$ cat src/rtl/tuner_select_if.sv
// Button inputs and tuner selection outputs of the tuner select controller.
interface tuner_select_if;
    logic       leftBtn;
    logic       rightBtn;
    logic       upBtn;
    logic       downBtn;
    logic [2:0] octaveState;
    logic [3:0] noteIdx;
    logic       changed;

    // Drives the buttons and observes the selection.
    modport master (
        output leftBtn, rightBtn, upBtn, downBtn,
        input  octaveState, noteIdx, changed
    );

    // The controller: consumes buttons and produces the selection.
    modport slave (
        input  leftBtn, rightBtn, upBtn, downBtn,
        output octaveState, noteIdx, changed
    );
endinterface

$ cat src/rtl/tuner_select_ctrl.sv
// Tuner octave/note selector: four raw buttons are synchronized, debounced
// and auto-repeated; one event per cycle steps the octave (1..3) and note
// (0..11) with clamping, and changed pulses when the selection moves.
module tuner_select_ctrl #(
    parameter int unsigned DB_CYCLES    = 500000,
    parameter int unsigned REPEAT_DELAY = 25000000,
    parameter int unsigned REPEAT_RATE  = 10000000
) (
    input  logic          clk,
    input  logic          rst_n,
    tuner_select_if.slave bus
);

    localparam int unsigned N_BTN   = 4;
    localparam int unsigned DB_W    = $clog2(DB_CYCLES + 1);
    localparam int unsigned RPT_MAX = (REPEAT_DELAY > REPEAT_RATE) ? REPEAT_DELAY : REPEAT_RATE;
    localparam int unsigned RPT_W   = $clog2(RPT_MAX + 1);
    localparam int unsigned OCT_W   = 3;
    localparam int unsigned NOTE_W  = 4;

    localparam logic [OCT_W-1:0]  OCT_MIN  = OCT_W'(1);
    localparam logic [OCT_W-1:0]  OCT_MAX  = OCT_W'(3);
    localparam logic [NOTE_W-1:0] NOTE_MAX = NOTE_W'(11);

    // Button slots, ordered by event priority (slot 0 wins).
    localparam logic [1:0] BTN_RIGHT = 2'd0;
    localparam logic [1:0] BTN_LEFT  = 2'd1;
    localparam logic [1:0] BTN_UP    = 2'd2;
    localparam logic [1:0] BTN_DOWN  = 2'd3;

    typedef enum logic [1:0] {
        ST_IDLE   = 2'd0,
        ST_DELAY  = 2'd1,
        ST_REPEAT = 2'd2
    } rpt_state_e;

    logic [N_BTN-1:0]  raw_c;
    logic [N_BTN-1:0]  sync1_q;
    logic [N_BTN-1:0]  sync2_q;
    logic [N_BTN-1:0]  db_q;
    logic [DB_W-1:0]   db_cnt_q  [N_BTN];
    rpt_state_e        st_q      [N_BTN];
    logic [RPT_W-1:0]  rpt_cnt_q [N_BTN];
    logic [N_BTN-1:0]  event_c;

    logic [OCT_W-1:0]  oct_q,  oct_d;
    logic [NOTE_W-1:0] note_q, note_d;
    logic              changed_q, changed_d;

    assign raw_c = {bus.downBtn, bus.upBtn, bus.leftBtn, bus.rightBtn};

    // Two-flop synchronizer on every raw button.
    always_ff @(posedge clk or negedge rst_n) begin
        if (!rst_n) begin
            sync1_q <= '0;
            sync2_q <= '0;
        end else begin
            sync1_q <= raw_c;
            sync2_q <= sync1_q;
        end
    end

    // Debounce: accept a new level only after it has differed for DB_CYCLES cycles in a row.
    always_ff @(posedge clk or negedge rst_n) begin
        if (!rst_n) begin
            db_q <= '0;
            for (int i = 0; i < N_BTN; i++) begin
                db_cnt_q[i] <= '0;
            end
        end else begin
            for (int i = 0; i < N_BTN; i++) begin
                if (sync2_q[i] != db_q[i]) begin
                    if (db_cnt_q[i] == DB_W'(DB_CYCLES - 1)) begin
                        db_q[i]     <= sync2_q[i];
                        db_cnt_q[i] <= '0;
                    end else begin
                        db_cnt_q[i] <= db_cnt_q[i] + DB_W'(1);
                    end
                end else begin
                    db_cnt_q[i] <= '0;
                end
            end
        end
    end

    // Press/repeat events decoded from each button's repeat state and hold counter.
    always_comb begin
        event_c = '0;
        for (int i = 0; i < N_BTN; i++) begin
            case (st_q[i])
                ST_IDLE:   event_c[i] = db_q[i];
                ST_DELAY:  event_c[i] = db_q[i] && (rpt_cnt_q[i] == RPT_W'(REPEAT_DELAY - 1));
                ST_REPEAT: event_c[i] = db_q[i] && (rpt_cnt_q[i] == RPT_W'(REPEAT_RATE - 1));
                default:   event_c[i] = 1'b0;
            endcase
        end
    end

    // Per-button auto-repeat FSM; a debounced release returns to idle silently.
    always_ff @(posedge clk or negedge rst_n) begin
        if (!rst_n) begin
            for (int i = 0; i < N_BTN; i++) begin
                st_q[i]      <= ST_IDLE;
                rpt_cnt_q[i] <= '0;
            end
        end else begin
            for (int i = 0; i < N_BTN; i++) begin
                if (!db_q[i]) begin
                    st_q[i]      <= ST_IDLE;
                    rpt_cnt_q[i] <= '0;
                end else begin
                    case (st_q[i])
                        ST_IDLE: begin
                            st_q[i]      <= ST_DELAY;
                            rpt_cnt_q[i] <= '0;
                        end
                        ST_DELAY: begin
                            if (event_c[i]) begin
                                st_q[i]      <= ST_REPEAT;
                                rpt_cnt_q[i] <= '0;
                            end else begin
                                rpt_cnt_q[i] <= rpt_cnt_q[i] + RPT_W'(1);
                            end
                        end
                        ST_REPEAT: begin
                            if (event_c[i]) begin
                                rpt_cnt_q[i] <= '0;
                            end else begin
                                rpt_cnt_q[i] <= rpt_cnt_q[i] + RPT_W'(1);
                            end
                        end
                        default: begin
                            st_q[i]      <= ST_IDLE;
                            rpt_cnt_q[i] <= '0;
                        end
                    endcase
                end
            end
        end
    end

    // Apply the highest-priority event with clamping; lower-priority events are dropped.
    always_comb begin
        oct_d  = oct_q;
        note_d = note_q;
        if (event_c[BTN_RIGHT]) begin
            if (oct_q < OCT_MAX) begin
                oct_d = oct_q + OCT_W'(1);
            end
        end else if (event_c[BTN_LEFT]) begin
            if (oct_q > OCT_MIN) begin
                oct_d = oct_q - OCT_W'(1);
            end
        end else if (event_c[BTN_UP]) begin
            if (note_q == NOTE_MAX) begin
                if (oct_q < OCT_MAX) begin
                    note_d = '0;
                    oct_d  = oct_q + OCT_W'(1);
                end
            end else begin
                note_d = note_q + NOTE_W'(1);
            end
        end else if (event_c[BTN_DOWN]) begin
            if (note_q == '0) begin
                if (oct_q > OCT_MIN) begin
                    note_d = NOTE_MAX;
                    oct_d  = oct_q - OCT_W'(1);
                end
            end else begin
                note_d = note_q - NOTE_W'(1);
            end
        end
        changed_d = (oct_d != oct_q) || (note_d != note_q);
    end

    // Selection and change-pulse registers.
    always_ff @(posedge clk or negedge rst_n) begin
        if (!rst_n) begin
            oct_q     <= OCT_MIN;
            note_q    <= '0;
            changed_q <= 1'b0;
        end else begin
            oct_q     <= oct_d;
            note_q    <= note_d;
            changed_q <= changed_d;
        end
    end

    assign bus.octaveState = oct_q;
    assign bus.noteIdx     = note_q;
    assign bus.changed     = changed_q;

endmodule
$ cat src/flat_wrapper.sv
// flat-port wrapper written by rule: the top's interface ports become plain ports
module tuner_select_ctrl_flat 
#(
    parameter int unsigned DB_CYCLES    = 500000,
    parameter int unsigned REPEAT_DELAY = 25000000,
    parameter int unsigned REPEAT_RATE  = 10000000
)
  (clk, rst_n, bus_leftBtn, bus_rightBtn, bus_upBtn, bus_downBtn, bus_octaveState, bus_noteIdx, bus_changed);
  tuner_select_if bus_i ();
  input  logic clk;
  input  logic rst_n;
  input wire logic [$bits(bus_i.leftBtn)-1:0] bus_leftBtn;
  input wire logic [$bits(bus_i.rightBtn)-1:0] bus_rightBtn;
  input wire logic [$bits(bus_i.upBtn)-1:0] bus_upBtn;
  input wire logic [$bits(bus_i.downBtn)-1:0] bus_downBtn;
  output wire logic [$bits(bus_i.octaveState)-1:0] bus_octaveState;
  output wire logic [$bits(bus_i.noteIdx)-1:0] bus_noteIdx;
  output wire logic [$bits(bus_i.changed)-1:0] bus_changed;
  assign bus_i.leftBtn = bus_leftBtn;
  assign bus_i.rightBtn = bus_rightBtn;
  assign bus_i.upBtn = bus_upBtn;
  assign bus_i.downBtn = bus_downBtn;
  assign bus_octaveState = bus_i.octaveState;
  assign bus_noteIdx = bus_i.noteIdx;
  assign bus_changed = bus_i.changed;
  tuner_select_ctrl #(.DB_CYCLES(DB_CYCLES), .REPEAT_DELAY(REPEAT_DELAY), .REPEAT_RATE(REPEAT_RATE)) u_core (.clk(clk), .rst_n(rst_n), .bus(bus_i));
endmodule
$ cat config.mk
export PLATFORM = sky130hd
export DESIGN_NAME = tuner_select_ctrl_flat
export DESIGN_NICKNAME = d
export VERILOG_FILES = /design/src/rtl/tuner_select_if.sv /design/src/rtl/tuner_select_ctrl.sv /design/src/flat_wrapper.sv
export SDC_FILE = /design/constraint.sdc
export NUM_CORES = 1
export LEC_CHECK = 0
export ABC_AREA = 1
export CELL_PAD_IN_SITES_DETAIL_PLACEMENT = 1
export CELL_PAD_IN_SITES_GLOBAL_PLACEMENT = 1
export CORE_MARGIN = 3
export CORE_UTILIZATION = 43
export CTS_BUF_LIST = sky130_fd_sc_hd__clkbuf_8 sky130_fd_sc_hd__clkbuf_16
export CTS_CLUSTER_DIAMETER = 200
export DETAILED_ROUTE_END_ITERATION = 6
export GPL_ROUTABILITY_DRIVEN = 0
export PLACE_DENSITY = 0.74
export REMOVE_ABC_BUFFERS = 1
export SYNTH_ARGS = -nofsm -noshare
export SYNTH_HDL_FRONTEND = slang
export SYNTH_SLANG_ARGS = --single-unit
$ cat constraint.sdc
create_clock -name clk -period 1.9 [get_ports clk]
set_input_delay 0.19 -clock clk [delete_from_list [all_inputs] [get_ports clk]]
set_output_delay 0.19 -clock clk [all_outputs]
set_load 0.05 [all_outputs]
**After elaboration in Yosys (flattened, before gate mapping)**

Cells that the tools add are included.

- Register bits after elaboration: 204
- Input bits: 6
- Output and inout bits: 8
- Word-level logic and storage cells: 148

- $add $sub $neg: 12
- $lt $le $gt $ge: 2
- Equal/unequal tests: 35
- Muxes and demuxes: 52
- Reductions and logical operators: 26

Operator list:

| operator | count |
|---|---|
| 2-to-1 mux 25 bit | 12 |
| 2-to-1 mux 19 bit | 8 |
| adder 25 x 1 -> 25 bit, second input constant | 4 |
| equality test 25 x 24 -> 1 bit, second input constant | 4 |
| equality test 25 bit, second input constant | 4 |
| adder 19 x 1 -> 19 bit, second input constant | 4 |
| equality test 19 bit, second input constant | 4 |
| 2-to-1 mux 4 bit | 8 |
| 2-to-1 mux 3 bit | 8 |
| one-hot mux 2 bit (3 select lines) | 4 |
| 2-to-1 mux 2 bit | 8 |
| AND reduction 2 bit | 8 |
| != test 3 bit, second input constant | 4 |
| one-hot mux 1 bit (3 select lines) | 4 |
| equality test 2 x 1 -> 1 bit, second input constant | 4 |
| equality test 2 bit, second input constant | 4 |
| logical AND 1 bit | 8 |
| logical NOT 2 bit | 4 |
| != test 2 bit, second input constant | 4 |
| OR reduction 2 bit | 4 |
| adder 4 x 1 -> 4 bit, second input constant | 1 |
| equality test 4 bit, second input constant | 1 |
| logical NOT 4 bit | 1 |
| != test 1 bit | 4 |
| 8 further kinds | 8 |

**Depth between registers and ports, before layout**

- Depth in word-level cells: 9
- Mapped depth: 19
- Gate-level depth less buffers: 19

**Worst setup path before layout**

OpenSTA, ideal clock, no wires.

- Path kind: register to register
- From: register u_core.oct_q[1], in the netlist u_core.bus.octaveState[1]
- To: register u_core.changed_q, in the netlist u_core.bus.changed
- Library setup time: 124 ps
- Data arrival time: 2,048 ps
- Required time: 1,776 ps
- Slack: -272 ps
- Stages on the path, launching flop included: 16
- Buffers on the path: 0
- Clock period less this slack: 2,172 ps
- Path through: dfrtp_1 inv_1 ha_1 o21bai_1 nand2_1 inv_1 nand2_1 nand3_1 o21ai_0 nand3_1 nand3_1 nand2_1 nand2_1 nand2_1 nand2_1 nand3_1

- Longest elaborated chain between the ends: 9
- Elaborated cells on any way between the ends: 23
- Classes of those cells: add/sub (2); order compare (2); eq/ne (2); mux (16); reduce/logical (1)

Ends and longest elaborated chain:

| what | RTL line | RTL |
|---|---|---|
| start, declared | tuner_select_ctrl.sv:46 | `logic [OCT_W-1:0] oct_q, oct_d;` |
| start signal, assigned | tuner_select_ctrl.sv:183 | `oct_q <= oct_d;` |
| greater-than comparator 3 x 1 -> 1 bit | tuner_select_ctrl.sv:151, tuner_select_ctrl.sv:165 |  |
| 2-to-1 mux 3 bit | tuner_select_ctrl.sv:151, tuner_select_ctrl.sv:165 |  |
| 2-to-1 mux 3 bit | tuner_select_ctrl.sv:164 | `if (note_q == '0) begin` |
| 2-to-1 mux 3 bit | tuner_select_ctrl.sv:163 | `end else if (event_c[BTN_DOWN]) begin` |
| 2-to-1 mux 3 bit | tuner_select_ctrl.sv:154 | `end else if (event_c[BTN_UP]) begin` |
| 2-to-1 mux 3 bit | tuner_select_ctrl.sv:150 | `end else if (event_c[BTN_LEFT]) begin` |
| 2-to-1 mux 3 bit * | tuner_select_ctrl.sv:146 | `if (event_c[BTN_RIGHT]) begin` |
| named net u_core.oct_d[0] | tuner_select_ctrl.sv:46 |  |
| != test 3 bit * | tuner_select_ctrl.sv:173 | `changed_d = (oct_d != oct_q) \|\| (note_d != note_q);` |
| logical OR 1 bit * | tuner_select_ctrl.sv:173 |  |
| named net u_core.changed_d | tuner_select_ctrl.sv:48 | `logic changed_q, changed_d;` |
| end signal, assigned | tuner_select_ctrl.sv:185 | `changed_q <= changed_d;` |
| end, declared | tuner_select_ctrl.sv:48 |  |

Mark *: on every way through the listed nets, which the timed path passes. The rest lies on a longest branch.
A chain may end at the register's enable or synchronous reset.

**Worst setup path in the final report**

- From: register u_core.st_q[0] (netlist name)
- To: register u_core.oct_q[2], in the netlist u_core.bus.octaveState[2]

- Longest elaborated chain between the ends: 6
- Elaborated cells on any way between the ends: 8
- Classes of those cells: eq/ne (2); mux (5); reduce/logical (1)

Ends and longest elaborated chain:

| what | RTL line | RTL |
|---|---|---|
| start, declared | tuner_select_ctrl.sv:42 | `rpt_state_e st_q [N_BTN];` |
| start signal, assigned by index | tuner_select_ctrl.sv:103 | `st_q[i] <= ST_IDLE;` |
| start signal, assigned by index | tuner_select_ctrl.sv:109 | `st_q[i] <= ST_IDLE;` |
| start signal, assigned by index | tuner_select_ctrl.sv:114 | `st_q[i] <= ST_DELAY;` |
| equality test 2 bit, or another cell as far along | tuner_select_ctrl.sv:90 | `case (st_q[i])` |
| one-hot mux 1 bit (3 select lines) * | tuner_select_ctrl.sv:90 |  |
| 2-to-1 mux 3 bit * | tuner_select_ctrl.sv:163 |  |
| 2-to-1 mux 3 bit * | tuner_select_ctrl.sv:154 |  |
| 2-to-1 mux 3 bit * | tuner_select_ctrl.sv:150 |  |
| 2-to-1 mux 3 bit * | tuner_select_ctrl.sv:146 |  |
| named net u_core.oct_d[2] | tuner_select_ctrl.sv:46 |  |

Marked as above.

==> reports/qor.txt <==
synth cell count leaders: nand2_1 (262), nor2_1 (235), dfrtp_1 (203)
GRT Overall Usage: 0.235
peak supply drop: 0.777 mV
CP Capture Type: flip-flop
Vias/cell: 5.74
Vias: 12100
Power Density: 559 nW/um2
maximum clock insertion buffer count: 3
setup violators final: 130
largest fanout on the critical path: 6
Post-DRT Antenna Nets: 0
fin nets: 1792
Ports: 14
fraction of layout cells with a size suffix above 1: 0.387
synthesized flop and latch total: 204
Rows: 59
initial antenna violation count: 0
post-synth cell types: 54
Async S/R FF share, synth: 1.00
crit share post-route: 1.35
Synth Area per Inst: 7.88 um2
max-cap viol count: 0
failing checks: negative setup slack
DRT iter0 DRCs: 732
drt total wl: 46600 um
worst hold path class: in2reg
Post-Route Setup TNS: -24760 ps
RSZ-0062 raised after global routing: yes
Pleak: 7.47 nW
Reg clk slew, reported paths: 60 ps
Post-synth top flop: dfrtp_1
largest area contributor in the synthesized netlist: dfrtp_1
Max Clk Rate: 0.390 GHz
area grow syn2layout: 48.4%
Final Hold Viols: 0
Residual DRC: 0
Netlist Area Pre-Place: 11400 um2
Starting Density: 0.439
CTS tree: done
Slew Limit Fails: 0
Ys Warns: 0
register area share after synthesis: 0.447
Core Area: 26100 um2
cells after synthesis: 1450
worst setup margin: -665 ps
WS Path Type: reg2reg
Die ar.: 28600 um2
DP Wirelength: 22600 um
Worst-Skew Late Latency: 550 ps
CTS root buf: clkbuf_16
Worst setup SP type: flip-flop
hold path depth: 1
Port Buffer Count: 13
top cell type's share of synthesized area: 0.444
number of global-route vias before repair: 11900
dpl cell area: 13300 um2
fin util: 0.651
final instance area: 17000 um2
Post-synth EDFFs: 0
CTS Sinks: 204
largest net degree at the start of global routing: 50
first-pass GRT wire length: 57100 um
largest cells by area after synthesis: dfrtp_1 (44%), nand2_1 (8.6%), nor2_1 (7.7%)
Avg WL per Cell: 22.2 um
total grt overflow: 0
Least-Margin Pin Slew: 717 ps
antenna fix cells: 0
relative slew slack: 0.520
status: finished, violations left
CTS HTree Levels: 1
Die W: 169 um
worst r2r path cells: 17
DIE HEIGHT: 169 um
min Tclk post-route: 2570 ps
most frequent cell after synthesis: nand2_1
Critical Path AT: 3050 ps
TritonCTS Buffers: 25
Final Skew: 19.9 ps
Required @ worst endpoint: 2380 ps
Initial DRT Pass Iterations: 5
-- metrics by stage --
stage | hold WS (ps) | instances | power (mW) | setup WS, ps
2_1_floorplan | -106 | 1434 | 4.53 | -407
3_3_place_gp | 128 | 1957 | 4.69 | -182
3_5_place_dp | 134 | 1957 | 4.70 | -309
4_1_cts | 89.3 | 2029 | 9.38 | -169
5_1_grt | 83.5 | 2105 | 9.75 | -718
6_report | 95.0 | 2105 | 9.48 | -665
-- cells by family (layout without fill, tap and decap cells) --
| family | after synthesis | after routing | share of synthesized area |
|---|---|---|---|
| buf+inv | 218 | 538 | 0.0736 |
| fa+ha+maj | 34 | 34 | 0.0372 |
| xor+xnor | 58 | 58 | 0.0444 |
| mux | 2 | 2 | 0.00197 |
| simple gates | 792 | 792 | 0.326 |
| compound gates | 142 | 142 | 0.0705 |
| flops | 204 | 204 | 0.447 |
-- power breakdown --
group	leakage, nW	switching (mW)	internal, mW
registers	2.81	0.0294	4.37
logic	4.23	0.183	0.110
clock network	0.424	2.05	2.73
total	7.47	2.26	7.22
-- routing by layer --
metal	part of all wire	up-vias	global-route usage	wire length, um
met5	0	-	0	0
met4	0.048	0	0.0550	2230
met3	0.041	176	0.0318	1930
met2	0.51	407	0.420	24000
met1	0.40	6162	0.304	18500
li1	-	5337	-	-
-- sequential cells by signal, summed over array words and instances, names as in the netlist --
signal                  flops
u_core.rpt_cnt_q          100
u_core.db_cnt_q            76
u_core.st_q                 8
u_core.bus.noteIdx          4
u_core.db_q                 4
u_core.sync1_q              4
u_core.sync2_q              4
u_core.bus.octaveState      3
u_core.bus.changed          1
-- worst paths after layout --
| path | from | endpoint | slack [ps] |
|---|---|---|---|
| max | u_core.st_q[0] | u_core.bus.octaveState[2] | -670 |
| min | bus_downBtn | u_core.sync1_q[3] | 100 |
| max reg2reg | u_core.st_q[0] | u_core.bus.octaveState[2] | -670 |
| min reg2reg | u_core.sync1_q[0] | u_core.sync2_q[0] | 350 |
| max in group asynchronous | rst_n | u_core.db_cnt_q[20] | 1010 |
| min in group asynchronous | rst_n | u_core.rpt_cnt_q[88] | 170 |
-- worst max-delay path: stages, from the launching register on --
cell     delay [ps]
dfrtp_1         430
inv_2           120
ha_4            290
inv_2            30
nor2_2           80
nand2_1          70
nor2_1          160
nand2_1         100
nor2_1          170
nand2_1         120
nand2_2         120
nand2_4         100
buf_4           180
nand2_1          80
a21oi_1          80
o21ai_1         180
nand2_1         110
nand2_1          80
-- area by class of cell --
cell class / instances / area [um2]
multi-input combinational: 1028 / 7280
sequential: 204 / 5110
inverter: 202 / 787
clock buffer: 34 / 749
tap: 335 / 419
clock inverter: 11 / 52.6
timing repair buffer: 291 / 2570
fill: 2954 / 9090
-- cells in the final DEF (no fill, tap or decap), types with 24 or more instances in the layout --
cell type	netlist	routed
nand2_2	8	40
nand4_1	36	36
nor2_4	2	49
buf_4	2	233
nor2_1	235	157
nand2_1	262	212
dfrtp_1	203	200
inv_1	196	180
clkbuf_16	0	26
buf_6	0	30
nor2_2	11	42
o21ai_0	45	24
nor3_1	72	43
a21oi_1	58	42
nor3_2	11	30
nand3_1	80	49
nand3_2	6	24
xor2_1	44	41
-- timing repair --
action                                  in CTS  in global routing
hold buffers                                 1                  0
hold endpoints to repair                   178                  0
cloned                                       3                  1
pin swaps                                   34                147
endpoints found under the setup margin     129                159
resized for setup                          142                351
buffers inserted                            24                 76
(Power assumes the default switching activity.)
